===== src/rtl/l1_l2_arbiter_pkg.sv =====
// Shared types and constants for the L1-I / L1-D to L2 line-port arbiter.
package l1_arb_types;

  localparam int L1_LINE_W = 256;
  localparam int L1_ADDR_W = 32;

  typedef enum logic [1:0] {
    IDLE    = 2'd0,
    SERVE_I = 2'd1,
    SERVE_D = 2'd2
  } arb_state_t;

  typedef enum logic {
    GRANT_I = 1'b0,
    GRANT_D = 1'b1
  } arb_grant_t;

endpackage


===== src/rtl/l1_l2_arb_picker.sv =====
// Combinational grant selection between I-cache and D-cache requests.
// L1_ARB_ROUND_ROBIN_EN: alternate on ties using last grant; otherwise D wins ties.
module l1_l2_arb_picker
  import l1_arb_types::*;
(
`ifdef L1_ARB_ROUND_ROBIN_EN
  input  arb_grant_t i_last_grant,
`endif
  input  logic       i_req_i,
  input  logic       i_req_d,
  output arb_grant_t o_grant
);

  always_comb begin
    o_grant = GRANT_I;
    if (i_req_i && i_req_d) begin
`ifdef L1_ARB_ROUND_ROBIN_EN
      o_grant = (i_last_grant == GRANT_I) ? GRANT_D : GRANT_I;
`else
      o_grant = GRANT_D;
`endif
    end else if (i_req_d) begin
      o_grant = GRANT_D;
    end
  end

endmodule


===== src/rtl/l1_l2_arbiter.sv =====
// Shares the single L2 line port between L1-I and L1-D; one outstanding request.
// L1_ARB_ROUND_ROBIN_EN selects round-robin tie breaking (default: fixed D priority).
module l1_l2_arbiter
  import l1_arb_types::*;
#(
  parameter int LINE_W = L1_LINE_W,
  parameter int ADDR_W = L1_ADDR_W
) (
  input  logic              clk,
  input  logic              rst,
  input  logic              i_mem_read,
  input  logic [ADDR_W-1:0] i_mem_address,
  output logic [LINE_W-1:0] i_mem_rdata,
  output logic              i_mem_resp,
  input  logic              d_mem_read,
  input  logic              d_mem_write,
  input  logic [ADDR_W-1:0] d_mem_address,
  input  logic [LINE_W-1:0] d_mem_wdata,
  output logic [LINE_W-1:0] d_mem_rdata,
  output logic              d_mem_resp,
  output logic              l2_mem_read,
  output logic              l2_mem_write,
  output logic [ADDR_W-1:0] l2_mem_address,
  output logic [LINE_W-1:0] l2_mem_wdata,
  input  logic [LINE_W-1:0] l2_mem_rdata,
  input  logic              l2_mem_resp
);

  arb_state_t        r_state;
  arb_state_t        w_next_state;
  arb_grant_t        w_grant;
  logic              w_req_i;
  logic              w_req_d;
  logic              w_take;
  logic              r_read;
  logic              r_write;
  logic [ADDR_W-1:0] r_addr;
  logic [LINE_W-1:0] r_wdata;

  assign w_req_i = i_mem_read;
  assign w_req_d = d_mem_read | d_mem_write;
  assign w_take  = (r_state == IDLE) && (w_req_i || w_req_d);

`ifdef L1_ARB_ROUND_ROBIN_EN
  arb_grant_t r_last_grant;

  always_ff @(posedge clk or negedge rst) begin
    if (!rst)        r_last_grant <= GRANT_D;
    else if (w_take) r_last_grant <= w_grant;
  end
`endif

  l1_l2_arb_picker u_picker (
`ifdef L1_ARB_ROUND_ROBIN_EN
    .i_last_grant (r_last_grant),
`endif
    .i_req_i      (w_req_i),
    .i_req_d      (w_req_d),
    .o_grant      (w_grant)
  );

  always_ff @(posedge clk or negedge rst) begin
    if (!rst) r_state <= IDLE;
    else      r_state <= w_next_state;
  end

  always_comb begin
    w_next_state = r_state;
    case (r_state)
      IDLE:             if (w_take) w_next_state = (w_grant == GRANT_I) ? SERVE_I : SERVE_D;
      SERVE_I, SERVE_D: if (l2_mem_resp) w_next_state = IDLE;
      default:          w_next_state = IDLE;
    endcase
  end

  // Write wins over an (illegal) simultaneous D read.
  always_ff @(posedge clk or negedge rst) begin
    if (!rst) begin
      r_read  <= 1'b0;
      r_write <= 1'b0;
      r_addr  <= '0;
      r_wdata <= '0;
    end else if (w_take) begin
      if (w_grant == GRANT_I) begin
        r_read  <= 1'b1;
        r_write <= 1'b0;
        r_addr  <= i_mem_address;
        r_wdata <= '0;
      end else begin
        r_read  <= d_mem_read & ~d_mem_write;
        r_write <= d_mem_write;
        r_addr  <= d_mem_address;
        r_wdata <= d_mem_wdata;
      end
    end
  end

  always_comb begin
    l2_mem_read    = 1'b0;
    l2_mem_write   = 1'b0;
    l2_mem_address = '0;
    l2_mem_wdata   = '0;
    i_mem_resp     = 1'b0;
    d_mem_resp     = 1'b0;
    if (r_state != IDLE) begin
      l2_mem_read    = r_read;
      l2_mem_write   = r_write;
      l2_mem_address = r_addr;
      l2_mem_wdata   = r_wdata;
    end
    if (r_state == SERVE_I) i_mem_resp = l2_mem_resp;
    if (r_state == SERVE_D) d_mem_resp = l2_mem_resp;
  end

  assign i_mem_rdata = l2_mem_rdata;
  assign d_mem_rdata = l2_mem_rdata;

  a_d_rw_exclusive: assert property (@(posedge clk) disable iff (!rst)
    !(d_mem_read && d_mem_write));

endmodule


===== config.mk =====
export PLATFORM = sky130hd
export DESIGN_NAME = l1_l2_arbiter
export DESIGN_NICKNAME = d
export VERILOG_FILES = /design/src/rtl/l1_l2_arbiter_pkg.sv /design/src/rtl/l1_l2_arb_picker.sv /design/src/rtl/l1_l2_arbiter.sv
export SDC_FILE = /design/constraint.sdc
export NUM_CORES = 1
export LEC_CHECK = 0
export CAP_MARGIN = 20
export CORE_AREA = 2 2 545 547
export DETAILED_ROUTE_END_ITERATION = 10
export DIE_AREA = 0 0 547 549
export GPL_TIMING_DRIVEN = 0
export PLACE_DENSITY_LB_ADDON = 0.3
export REMOVE_ABC_BUFFERS = 1
export SLEW_MARGIN = 20
export SYNTH_ARGS = -nofsm -noshare
export SYNTH_HDL_FRONTEND = slang
export SYNTH_HIERARCHICAL = 1
export SYNTH_SLANG_ARGS = --single-unit

===== constraint.sdc =====
create_clock -name clk -period 2.6 [get_ports clk]
set_clock_uncertainty 0.15 [all_clocks]
set_input_delay 0.39 -clock clk [delete_from_list [all_inputs] [get_ports clk]]
set_output_delay 0.39 -clock clk [all_outputs]
set_load 0.005 [all_outputs]

==> results <==
registers in the layout, indices dropped and copies added, names as in the netlist:
register / count
r_wdata: 256
r_addr: 32
r_state: 2
r_read: 1
r_write: 1
layout make-up:
type,count,area (um^2)
Inverter,3,11.26
Fill cell,34041,268100
Sequential cell,292,7307
Antenna cell,8,20.02
Clock buffer,60,1318
Tap cell,3939,4928
Timing Repair Buffer,751,7893
Multi-Input combinational cell,664,5195
Clock inverter,24,292.8
per-stage QoR:
| stage | std cells | TNS, ps | power, W | setup slack (ps) | hold slack [ps] |
|---|---|---|---|---|---|
| 2_1_floorplan | 957 | -4736100 | 0.009693 | -12800 | -55.59 |
| 3_3_place_gp | 5513 | - | 0.01143 | -40690 | 319.1 |
| 3_5_place_dp | 5558 | -445070 | 0.02299 | -1575 | 109.2 |
| 4_1_cts | 5724 | -177230 | 0.03332 | -561.8 | 87.45 |
| 5_1_grt | 5736 | -142700 | 0.03502 | -556.5 | 125.4 |
| 6_report | 5741 | -100680 | 0.03274 | -467.4 | 168.0 |
timing repair:
item	in CTS	in global routing
endpoints found under the setup margin	518	504
setup buffers	57	5
resized for setup	926	222
hold buffers	2	0
hold endpoints to repair	148	0
cloned	24	5
pin swaps	2	3
cell usage in the layout, fill, tap and decap left out, types with 13 or more instances in the layout:
cell type and instances:
buf_2 84, clkdlybuf4s15_1 13, dlygate4sd2_1 50, buf_16 38
buf_12 19, mux2i_1 32, o21ai_0 32, nor2b_4 36
clkbuf_16 53, nand2_1 33, clkbuf_2 36, buf_4 48
nor2b_2 26, dfrtp_1 292, clkdlybuf4s50_1 357, a22o_1 256
buf_6 68, buf_8 25, nor2b_1 228
power by group:
group	switching [W]	internal, W
Combinational	0.00919	0.00893
Clock	0.00277	0.00416
Sequential	0.00107	0.00662
Total	0.0130	0.0197
layer usage:
| layer | global-route usage [%] | part of all wire (%) | wire length (um) |
|---|---|---|---|
| met5 | 17.09 | 2.2 | 6841 |
| met1 | 11.96 | 22 | 67930 |
| met3 | 26.90 | 28 | 86850 |
| met4 | 9.469 | 5.6 | 17580 |
| met2 | 31.02 | 43 | 136200 |
critical path, cell delays in order (launching register included):
cell	delay, ps
dfrtp_1	360
inv_2	60
ha_4	190
buf_16	160
buf_16	160
buf_16	170
buf_8	150
buf_16	140
buf_12	130
nor2b_4	130
buf_2	130
logic make-up after synthesis:
logic type	after synthesis
AND/OR/NAND/NOR	334
flip-flops	292
AO/OA/AOI/OAI	293
adder cells (fa/ha/maj)	3
buffers and inverters	616
multiplexers	32
path summary, 6_finish.rpt:
kind                                   from                 to
setup / recovery                 r_state[1]  l2_mem_wdata[152]
hold / removal                          rst       r_wdata[136]
setup reg to reg                 r_state[1]       r_wdata[177]
hold reg to reg                  r_addr[24]         r_addr[24]
max in group asynchronous               rst        r_wdata[39]
min in group clk           d_mem_wdata[123]       r_wdata[123]
==> results.json <==
{
  "async_flop_share_pct": 100.0,
  "gp_congestion": 0.8931,
  "ys.flop_type": "dfrtp_1",
  "grt-ovfl-total": 0,
  "portBuffers": 617,
  "postLayoutCellArea_mm2": 0.02696,
  "initial_utilization_pct": 5.572,
  "root_buffer": "clkbuf_16",
  "rrSetupSlack_ps": -450,
  "grt_max_degree": 77,
  "netlist_area_mm2": 0.01644,
  "hold_viol": 0,
  "chipHeight_um": 549,
  "failed_checks": "negative setup slack",
  "max_cap_viol_count": 0,
  "drt_iter0_markers": 1338,
  "power.density_mw_per_mm2": 1214,
  "start_kind": "flip-flop",
  "setup_slack_ps": -467.4,
  "postSynthCellCount": 1570,
  "synth_most_common_cell": "buf_4",
  "clkSinkCount": 292,
  "hpwlAfterDp_um": 271000,
  "synth_top_cell_area_share_pct": 44.45,
  "yosys_warnings": 6,
  "vdd_ir_drop_max_mv": 0.8749,
  "synth_common_cells": "buf_4, dfrtp_1, nor2b_1, a22o_1, buf_2",
  "finalSetupViolations": 393,
  "ys_top_cells_by_area": "dfrtp_1, buf_4, a22o_1, nor2b_1, mux2i_1",
  "cts_buffers": 47,
  "worstPathMaxFanout": 7,
  "grt_pass1_wl_um": 349500,
  "p_leak_nw": 10.68,
  "grt_pass1_vias": 14164,
  "cp-end-kind": "output pin",
  "synth_top_cell_by_area": "dfrtp_1",
  "num_vias": 15208,
  "drt_drc_violations_left": 0,
  "arrival_ps": 2530,
  "synth_compound_area_share_pct": 14.93,
  "worstSetupPathType": "flip-flop to output pin",
  "seq_area_frac_synth_pct": 44.45,
  "layout-drive-gt1-share_pct": 26.76,
  "maxSlewViolCount": 0,
  "synth-seq-cells": 292,
  "ant_nets": 0,
  "placed_area_mm2": 0.02409,
  "period_share_pct": 118.0,
  "area_growth_pct": 64.02,
  "status": "complete, but fails checks",
  "path_clk_slew_ps": 50,
  "rsz0062_at_grt": "yes",
  "ios": 1386,
  "yosys.area_share.simple_pct": 12.21,
  "routed_wl_um": 315400,
  "clk_path_buf_depth": 3,
  "rr_worst_depth": 14,
  "ys_types": 24,
  "synthXorXnorAreaFrac_pct": 0,
  "std_cell_rows": 200,
  "dieArea_mm2": 0.3003,
  "drt_pass1_iterations": 5,
  "synth_top_family_by_area": "buffers and inverters",
  "fin_crit_ps": 3067,
  "tightest_slew_ps": 799.0,
  "post-route-util_pct": 9.140,
  "viasPerCell": 2.649,
  "antenna_found_initial": 82,
  "cts_tree": "done",
  "layout.nets": 2344,
  "yosys-mux-area-fraction_pct": 1.948,
  "clock_latency_ps": 670,
  "wire_per_inst_um": 54.94,
  "synth-adder-area-share_pct": 0.2283,
  "slew_headroom_pct": 46.74,
  "dieWidth_um": 547,
  "avgSynthCellArea_um2": 10.47,
  "hold_path.class": "input port to async pin",
  "h-tree-depth": 2,
  "synth_edf_count": 0,
  "required_ps": 2060,
  "core_area_mm2": 0.2950,
  "max_freq_mhz": 326.0,
  "grt_usage_pct": 20.32
}
No activity file was read; power rests on OpenSTA's default activity.
